`src/rtl/uart_pkg.sv`:
```
// rtl/uart_pkg.sv - shared UART types, constants and helpers
package uart_pkg;

    typedef enum logic [1:0] {
        IDLE  = 2'd0,
        START = 2'd1,
        DATA  = 2'd2,
        STOP  = 2'd3
    } uart_rx_state_t;

    localparam int UART_DATA_BITS = 8;

    // Whole sys_clk cycles per bit, truncated; shared with the transmitter.
    function automatic int bit_cycles(input int clk_hz, input int baud);
        return clk_hz / baud;
    endfunction

endpackage

```
`src/rtl/uart_receiver_if.sv`:
```
// rtl/uart_receiver_if.sv - received-byte output bundle of the UART receiver
interface uart_receiver_if;
    import uart_pkg::*;

    logic [UART_DATA_BITS-1:0] rx_data;
    logic                      rx_data_wr;
    logic                      rx_frame_err;
    logic                      rx_busy;

    modport master (
        output rx_data,
        output rx_data_wr,
        output rx_frame_err,
        output rx_busy
    );

    modport slave (
        input rx_data,
        input rx_data_wr,
        input rx_frame_err,
        input rx_busy
    );

endinterface

```
`src/rtl/sync_2ff.sv`:
```
// rtl/sync_2ff.sv - two-flop synchroniser with selectable reset value
module sync_2ff #(
    parameter logic RESET_VAL = 1'b1
) (
    input  logic clk,
    input  logic rst_n,
    input  logic d,
    output logic q
);

    logic meta;

    // Two back-to-back flops give the first one a full cycle to settle.
    always_ff @(posedge clk or negedge rst_n) begin
        if (!rst_n) begin
            meta <= RESET_VAL;
            q    <= RESET_VAL;
        end else begin
            meta <= d;
            q    <= meta;
        end
    end

endmodule

```
`src/rtl/uart_receiver.sv`:
```
// rtl/uart_receiver.sv - 8N1 UART receive deserializer
module uart_receiver
    import uart_pkg::*;
#(
    parameter int CLK_HZ = 27_000_000,
    parameter int BAUD   = 115_200
) (
    input  logic            sys_clk,
    input  logic            rst_n,
    input  logic            uart_rx,
    uart_receiver_if.master rx
);

    localparam int BIT_CYCLES  = bit_cycles(CLK_HZ, BAUD);
    localparam int HALF_CYCLES = BIT_CYCLES / 2;

    localparam logic [15:0] BIT_LAST  = 16'(BIT_CYCLES - 1);
    localparam logic [15:0] HALF_LAST = 16'(HALF_CYCLES - 1);
    localparam logic [2:0]  IDX_LAST  = 3'(UART_DATA_BITS - 1);

    if (BIT_CYCLES < 4) begin : g_bad_baud
        $error("uart_receiver: CLK_HZ/BAUD must be at least 4");
    end

    logic rx_s;
    logic rx_d;
    logic fall;

    uart_rx_state_t            state_q, state_d;
    logic [15:0]               cyc_q, cyc_d;
    logic [2:0]                idx_q, idx_d;
    logic [UART_DATA_BITS-1:0] sh_q, sh_d;
    logic [UART_DATA_BITS-1:0] data_q, data_d;
    logic                      wr_q, wr_d;
    logic                      err_q, err_d;
    logic                      busy_q, busy_d;

    sync_2ff #(.RESET_VAL(1'b1)) u_rx_sync (
        .clk   (sys_clk),
        .rst_n (rst_n),
        .d     (uart_rx),
        .q     (rx_s)
    );

    // Previous synchronised sample, for start-edge detection.
    always_ff @(posedge sys_clk or negedge rst_n) begin
        if (!rst_n) begin
            rx_d <= 1'b1;
        end else begin
            rx_d <= rx_s;
        end
    end

    // A held-low line never looks like a new edge until it goes high again.
    assign fall = rx_d & ~rx_s;

    // FSM state, counters, shift register and registered outputs.
    always_ff @(posedge sys_clk or negedge rst_n) begin
        if (!rst_n) begin
            state_q <= IDLE;
            cyc_q   <= '0;
            idx_q   <= '0;
            sh_q    <= '0;
            data_q  <= '0;
            wr_q    <= 1'b0;
            err_q   <= 1'b0;
            busy_q  <= 1'b0;
        end else begin
            state_q <= state_d;
            cyc_q   <= cyc_d;
            idx_q   <= idx_d;
            sh_q    <= sh_d;
            data_q  <= data_d;
            wr_q    <= wr_d;
            err_q   <= err_d;
            busy_q  <= busy_d;
        end
    end

    // Next-state logic: mid-bit sampling driven by the cycle counter.
    always_comb begin
        state_d = state_q;
        cyc_d   = cyc_q + 16'd1;
        idx_d   = idx_q;
        sh_d    = sh_q;
        data_d  = data_q;
        wr_d    = 1'b0;
        err_d   = 1'b0;

        case (state_q)
            IDLE: begin
                cyc_d = '0;
                if (fall) begin
                    state_d = START;
                end
            end
            START: begin
                // Half a bit in: a high line means the edge was a glitch.
                if (cyc_q == HALF_LAST) begin
                    cyc_d = '0;
                    if (rx_s) begin
                        state_d = IDLE;
                    end else begin
                        state_d = DATA;
                        idx_d   = '0;
                    end
                end
            end
            DATA: begin
                if (cyc_q == BIT_LAST) begin
                    cyc_d = '0;
                    sh_d  = {rx_s, sh_q[UART_DATA_BITS-1:1]};
                    if (idx_q == IDX_LAST) begin
                        state_d = STOP;
                    end else begin
                        idx_d = idx_q + 3'd1;
                    end
                end
            end
            STOP: begin
                // Leave at mid-stop-bit so a back-to-back start edge is caught.
                if (cyc_q == BIT_LAST) begin
                    cyc_d   = '0;
                    state_d = IDLE;
                    if (rx_s) begin
                        data_d = sh_q;
                        wr_d   = 1'b1;
                    end else begin
                        err_d = 1'b1;
                    end
                end
            end
            default: begin
                state_d = IDLE;
                cyc_d   = '0;
            end
        endcase

        busy_d = (state_d != IDLE);
    end

    assign rx.rx_data      = data_q;
    assign rx.rx_data_wr   = wr_q;
    assign rx.rx_frame_err = err_q;
    assign rx.rx_busy      = busy_q;

endmodule

```
`src/flat_wrapper.sv`:
```
// flat-port wrapper written by rule: the top's interface ports become plain ports
module uart_receiver_flat import uart_pkg::*;
#(
    parameter int CLK_HZ = 27_000_000,
    parameter int BAUD   = 115_200
)
  (sys_clk, rst_n, uart_rx, rx_rx_data, rx_rx_data_wr, rx_rx_frame_err, rx_rx_busy);
  uart_receiver_if rx_i ();
  input  logic sys_clk;
  input  logic rst_n;
  input  logic uart_rx;
  output wire logic [$bits(rx_i.rx_data)-1:0] rx_rx_data;
  output wire logic [$bits(rx_i.rx_data_wr)-1:0] rx_rx_data_wr;
  output wire logic [$bits(rx_i.rx_frame_err)-1:0] rx_rx_frame_err;
  output wire logic [$bits(rx_i.rx_busy)-1:0] rx_rx_busy;
  assign rx_rx_data = rx_i.rx_data;
  assign rx_rx_data_wr = rx_i.rx_data_wr;
  assign rx_rx_frame_err = rx_i.rx_frame_err;
  assign rx_rx_busy = rx_i.rx_busy;
  uart_receiver #(.CLK_HZ(CLK_HZ), .BAUD(BAUD)) u_core (.sys_clk(sys_clk), .rst_n(rst_n), .uart_rx(uart_rx), .rx(rx_i));
endmodule
```
`config.mk`:
```
export PLATFORM = sky130hd
export DESIGN_NAME = uart_receiver_flat
export DESIGN_NICKNAME = d
export VERILOG_FILES = /design/src/rtl/uart_pkg.sv /design/src/rtl/uart_receiver_if.sv /design/src/rtl/sync_2ff.sv /design/src/rtl/uart_receiver.sv /design/src/flat_wrapper.sv
export SDC_FILE = /design/constraint.sdc
export NUM_CORES = 1
export LEC_CHECK = 0
export CORE_ASPECT_RATIO = 0.7
export CORE_MARGIN = 4
export CORE_UTILIZATION = 55
export CTS_CLUSTER_DIAMETER = 30
export DETAILED_ROUTE_END_ITERATION = 16
export GPL_TIMING_DRIVEN = 0
export PLACE_DENSITY = 0.75
export SLEW_MARGIN = 20
export SYNTH_ARGS = -nofsm -noshare
export SYNTH_HDL_FRONTEND = slang
export SYNTH_HIERARCHICAL = 1
export SYNTH_SLANG_ARGS = --single-unit
export TNS_END_PERCENT = 10
```
`constraint.sdc`:
```
create_clock -name sys_clk -period 3.55 [get_ports sys_clk]
set_clock_uncertainty 0.05 [all_clocks]
set_input_delay 0.71 -clock sys_clk [delete_from_list [all_inputs] [get_ports sys_clk]]
set_output_delay 0.71 -clock sys_clk [all_outputs]
set_load 0.005 [all_outputs]
```
Word level (Yosys, flattened, before mapping)
Index checks and enable logic that the tools add are counted.
{"block": "word_totals", "regBits": 43, "input_bits": 3, "output_inout_bits": 11}
{"block": "op_classes", "bitwise": 2, "addsub": 2, "mux": 21, "n_reduce_logical": 7, "eq_ne": 10}
{"cell": "$pmux W16 S3", "n": 1}
{"cell": "$mux W16", "n": 2}
{"cell": "$add A16 B1 Y16 const B", "n": 1}
{"cell": "$eq A16 B7 Y1 const B", "n": 1}
{"cell": "$eq A16 B8 Y1 const B", "n": 1}
{"cell": "$mux W2", "n": 6}
{"cell": "$mux W3", "n": 4}
{"cell": "$pmux W2 S4", "n": 1}
{"cell": "$mux W1", "n": 6}
{"cell": "$pmux W3 S2", "n": 1}
{"cell": "$reduce_and A5 Y1", "n": 1}
{"cell": "$eq A2 B2 Y1 const B", "n": 2}
{"cell": "$ne A2 B1 Y1 const B", "n": 2}
{"cell": "$ne A2 B2 Y1 const B", "n": 2}
{"cell": "$reduce_bool A2 Y1", "n": 2}
{"cell": "$add A3 B1 Y3 const B", "n": 1}
{"cell": "$eq A3 B3 Y1 const B", "n": 1}
{"cell": "$reduce_and A3 Y1", "n": 1}
{"cell": "$eq A2 B1 Y1 const B", "n": 1}
{"cell": "$logic_not A2 Y1", "n": 1}
{"cell": "$reduce_and A2 Y1", "n": 1}
{"cell": "$reduce_or A2 Y1", "n": 1}
{"cell": "$and A1 B1 Y1", "n": 1}
{"cell": "$not A1 Y1", "n": 1}

Logic depth before layout (Yosys ltp)
{"block": "depth", "depth_word": 5, "depth_mapped": 7}

Cells and area by module
The synthesis kept the hierarchy.
{"module": "uart_receiver", "instances": 1, "seq_area_each_um2": 1027.2, "cells_per_inst": 171, "area_each_um2": 1994.4}
{"module": "sync_2ff", "instances": 1, "seq_area_each_um2": 52.6, "cells_per_inst": 2, "area_each_um2": 52.6}

Worst setup path after synthesis
Ideal clock, no wire load.
{"block": "synth_path", "path_kind": "reg2reg", "from": "register u_core.cyc_q[10]", "to": "register u_core.state_q[0]", "path_buffers": 0, "arrival_time_ns": 2.218, "slack_ns": 1.158, "setup_ns": 0.124, "stages_incl_launch_ff": 5, "synth_period_minus_slack_ns": 2.392, "cell_sequence": "dfrtp_1 > or4_1 > nor4_2 > mux2_2 > a211o_1"}
{"block": "synth_between", "elab_chain_cells": 3}
{"element": "from (decl)", "line_no": "uart_receiver.sv:30", "text": "logic [15:0] cyc_q, cyc_d;"}
{"element": "from (signal assigned)", "line_no": "uart_receiver.sv:70", "text": "cyc_q <= cyc_d;"}
{"element": "$eq A16 B8 Y1 / $eq A16 B7 Y1 (equally long branches)", "line_no": "uart_receiver.sv:110, uart_receiver.sv:122, uart_receiver.sv:99"}
{"element": "$mux W2 (on tied branches)", "line_no": "uart_receiver.sv:122, uart_receiver.sv:99, uart_receiver.sv:110"}
{"element": "$pmux W2 S4 *", "line_no": "uart_receiver.sv:90", "text": "case (state_q)"}
{"element": "named net u_core.state_d[0]", "line_no": "uart_receiver.sv:29", "text": "uart_rx_state_t state_q, state_d;"}
{"element": "to (signal assigned)", "line_no": "uart_receiver.sv:69", "text": "state_q <= state_d;"}
{"element": "to (decl)", "line_no": "uart_receiver.sv:29"}
The timed path passes the listed nets; every way through them passes the cells marked *.
A chain may end at the register's enable or synchronous reset.

Worst setup path in the final report
Ends and elaborated chain as after synthesis.

==> flow_summary_export.csv <==
group,metric,value,unit
critical_path,critPathSlowestCell,"nor4_2",
finish,syn_to_final_growth,14.7,%
placed_design,port_buffers,13,
clock_tree,cts-root-buf,"clkbuf_8",
logic_synthesis,synth-edff-count,0,
hold_path,hold_path.class,"in -> async",
grt,antenna_found_initial,0,
timing,max_slew.worst_pin.slew,0.797,ns
grt,grt_pass1_wl,6470,µm
floorplan,die_h,59.0,µm
run,drv_cap,0,
grt,grt_usage,18.2,%
detailed_routing,wl_per_cell,15.2,µm
placed_design,hpwlAfterDp,2730,µm
logic_synthesis,async_reset_ff_share,100,%
detailed_routing,drcViolationCount,0,
timing,maxSlewHeadroom,46.4,%
detailed_routing,vias_per_cell,5.68,
finish,final_cell_mix,"40 x dfrtp_1, 18 x nor2_1, 12 x clkdlybuf4s50_1, 10 x xnor2_1, 9 x mux2_2",
timing,period_minus_slack,2.68,ns
clock_tree,postCtsSetupBuffers,0,
timing,setup_viol,0,
logic_synthesis,synth.distinct_cells,40,
floorplan,die-width,80.9,µm
finish,fin_util,66.0,%
floorplan,die_area,4780,µm²
detailed_routing,first_pass_iters,4,
grt,gr-total-overflow,0,
placed_design,placed_cells,237,
timing,rsz0062_at_grt,"false",
logic_synthesis,synth.avg_cell_area,11.8,µm²
critical_path,crit_type,"reg -> reg",
floorplan,core,3560,µm²
power,cellPowerDensity,434,nW/µm²
status,status,"finished, final reports clean",
critical_path,path_cells,"or4_1, nor4_2, mux2_2, a211o_1",
logic_synthesis,yosysSeqAreaShare,52.8,%
grt,grt_pass1_vias,1352,
timing,tns,0,ns
floorplan,ios,14,
finish,drive_gt1_share,20.0,%
clock_tree,cts_resized,0,
timing,fmax,374,MHz
clock_tree,htree_num_levels,2,
critical_path,arrival,2.82,ns
logic_synthesis,synthCells,173,
timing,hold_viol_final,0,
detailed_routing,vias,1392,
detailed_routing,routed_wl,3730,µm
clock_tree,clock_path_buffers,2,
logic_synthesis,ys_warn_count,6,
critical_path,critPathCaptureType,"flop",
critical_path,startpoint_type,"flop",
power,ir_drop,0.220,mV
logic_synthesis,synth_ff_type,"dfrtp_1",
clock_tree,clk_pin_slew,0.09,ns
critical_path,worst_ep_required_time,3.69,ns
critical_path,cp_max_fo,7,
critical_path,worstPathBufferInverterCount,0,
placed_design,gp_congestion,0.894,
clock_tree,clkLatencyLatePin,0.30,ns
power,p_leak,0.00106,µW
clock_tree,cts_made_buffers,5,
grt,grt_max_degree,29,
power,p_total,1020,µW
timing,finalCritPeriodShare,75.4,%
floorplan,initial_core_util,57.5,%
logic_synthesis,netlist_area,2050,µm²
finish,final_common_cell,"dfrtp_1",
floorplan,fp-row-count,18,
detailed_routing,drtIter0Drc,98,
finish,fin_cells,245,
timing,drv_slew,0,
logic_synthesis,synth-seq-cells,43,
finish,layout.nets,202,
finish,diodes,0,
clock_tree,clock-sinks,43,
clock_tree,cts_tree,"done",
clock_tree,hold_buffers,0,
critical_path,path_delay_family,"simple AND/OR/NAND/NOR gates",
logic_synthesis,synth_fp_nets,181,
detailed_routing,ant_nets,0,
critical_path,critPathMaxStageDelay,0.73,ns
==> through the flow <==
stage                     hold WS, ns  setup slack, ns  cell area [µm²]
after CTS                       0.278            0.889             2350
after detailed placement        0.297            0.910             2250
final                           0.266            0.874             2350
after global placement          0.295            0.690             2240
after floorplan                 0.295             1.16             2050
after global routing            0.282            0.793             2350
==> per-layer routing <==
layer / share of wire (%) / wire (µm) / global-route usage [%]
met5: 0 / 0 / 0
met4: 1.4 / 51 / 5.78
met3: 5.1 / 189 / 5.93
met2: 45 / 1670 / 26.3
met1: 49 / 1810 / 26.0
==> power by group <==
part	total (µW)	internal [µW]	leakage (µW)	switching (µW)
clock	312	140	0.0000443	172
sequential	554	523	0.000576	31.4
combinational	154	61.5	0.000442	92.6
total	1020	725	0.00106	296
==> cell families (layout without fill, tap and decap cells) <==
logic type	Yosys count	count (layout)	synth area share (%)
flops	43	43	52.8
xor+xnor	13	13	5.56
buf+inv	10	32	2.26
fa+ha+maj	5	5	3.06
simple gates	69	69	20.0
mux	20	20	12.3
compound gates	13	13	4.10
==> sequential cells by signal, summed over array words and instances (netlist names) <==
register,flops
u_core/rx_d,1
u_core/u_rx_sync/meta,1
u_core/rx.rx_frame_err,1
u_core/sh_q,8
u_core/idx_q,3
u_core/cyc_q,16
u_core/rx.rx_data_wr,1
u_core/state_q,2
u_core/rx.rx_data,8
u_core/rx.rx_busy,1
u_core/u_rx_sync/q,1
==> synthesized netlist by cell type, types with 2 or more instances <==
| library cell | instances | area (µm²) |
|---|---|---|
| dfrtp_1 | 40 | 1000 |
| nor2_1 | 18 | 67.6 |
| xnor2_1 | 10 | 87.6 |
| mux2_2 | 9 | 101 |
| mux2_4 | 8 | 120 |
| nand3_1 | 8 | 40.0 |
| nor4_1 | 6 | 37.5 |
| ha_1 | 5 | 62.6 |
| nand4_1 | 5 | 31.3 |
| nor2b_1 | 5 | 31.3 |
| clkbuf_1 | 4 | 15.0 |
| inv_1 | 4 | 15.0 |
| o21ai_0 | 4 | 20.0 |
| dfstp_2 | 3 | 78.8 |
| mux2i_1 | 3 | 30.0 |
| nand2_1 | 3 | 11.3 |
| nor3_1 | 3 | 15.0 |
| o22ai_1 | 3 | 18.8 |
| xor2_1 | 3 | 26.3 |
| a211o_1 | 2 | 17.5 |
| a21oi_1 | 2 | 10.0 |
| and3_1 | 2 | 12.5 |
| and4_1 | 2 | 17.5 |
| nand2b_1 | 2 | 12.5 |
| nor3b_1 | 2 | 15.0 |
| or3_1 | 2 | 12.5 |
| or4_1 | 2 | 15.0 |
==> path summary, 6_finish.rpt <==
path / start / endpoint / slack, ns / cells after the start
max in group asynchronous: rst_n / u_core/rx_d / 2.66 / 2
min in group sys_clk: u_core/u_rx_sync/meta / u_core/u_rx_sync/q / 0.31 / 0
setup reg to reg: u_core/cyc_q[10] / u_core/state_q[0] / 0.87 / 4
hold / removal: rst_n / u_core/sh_q[1] / 0.27 / 1
hold reg to reg: u_core/u_rx_sync/meta / u_core/u_rx_sync/q / 0.31 / 0
setup / recovery: u_core/cyc_q[10] / u_core/state_q[0] / 0.87 / 4
==> final cells by class <==
cell class              count  area, µm²
plain buffers               6       31.3
clock buffers               5       68.8
clock inverters             3       25.0
fillers                   298       1210
inverters                   4       15.0
multi-input cells         120        921
flip-flops and latches     43       1080
well taps                  50       62.6
repair buffers             14        145
No activity file was read; power rests on OpenSTA's default activity.
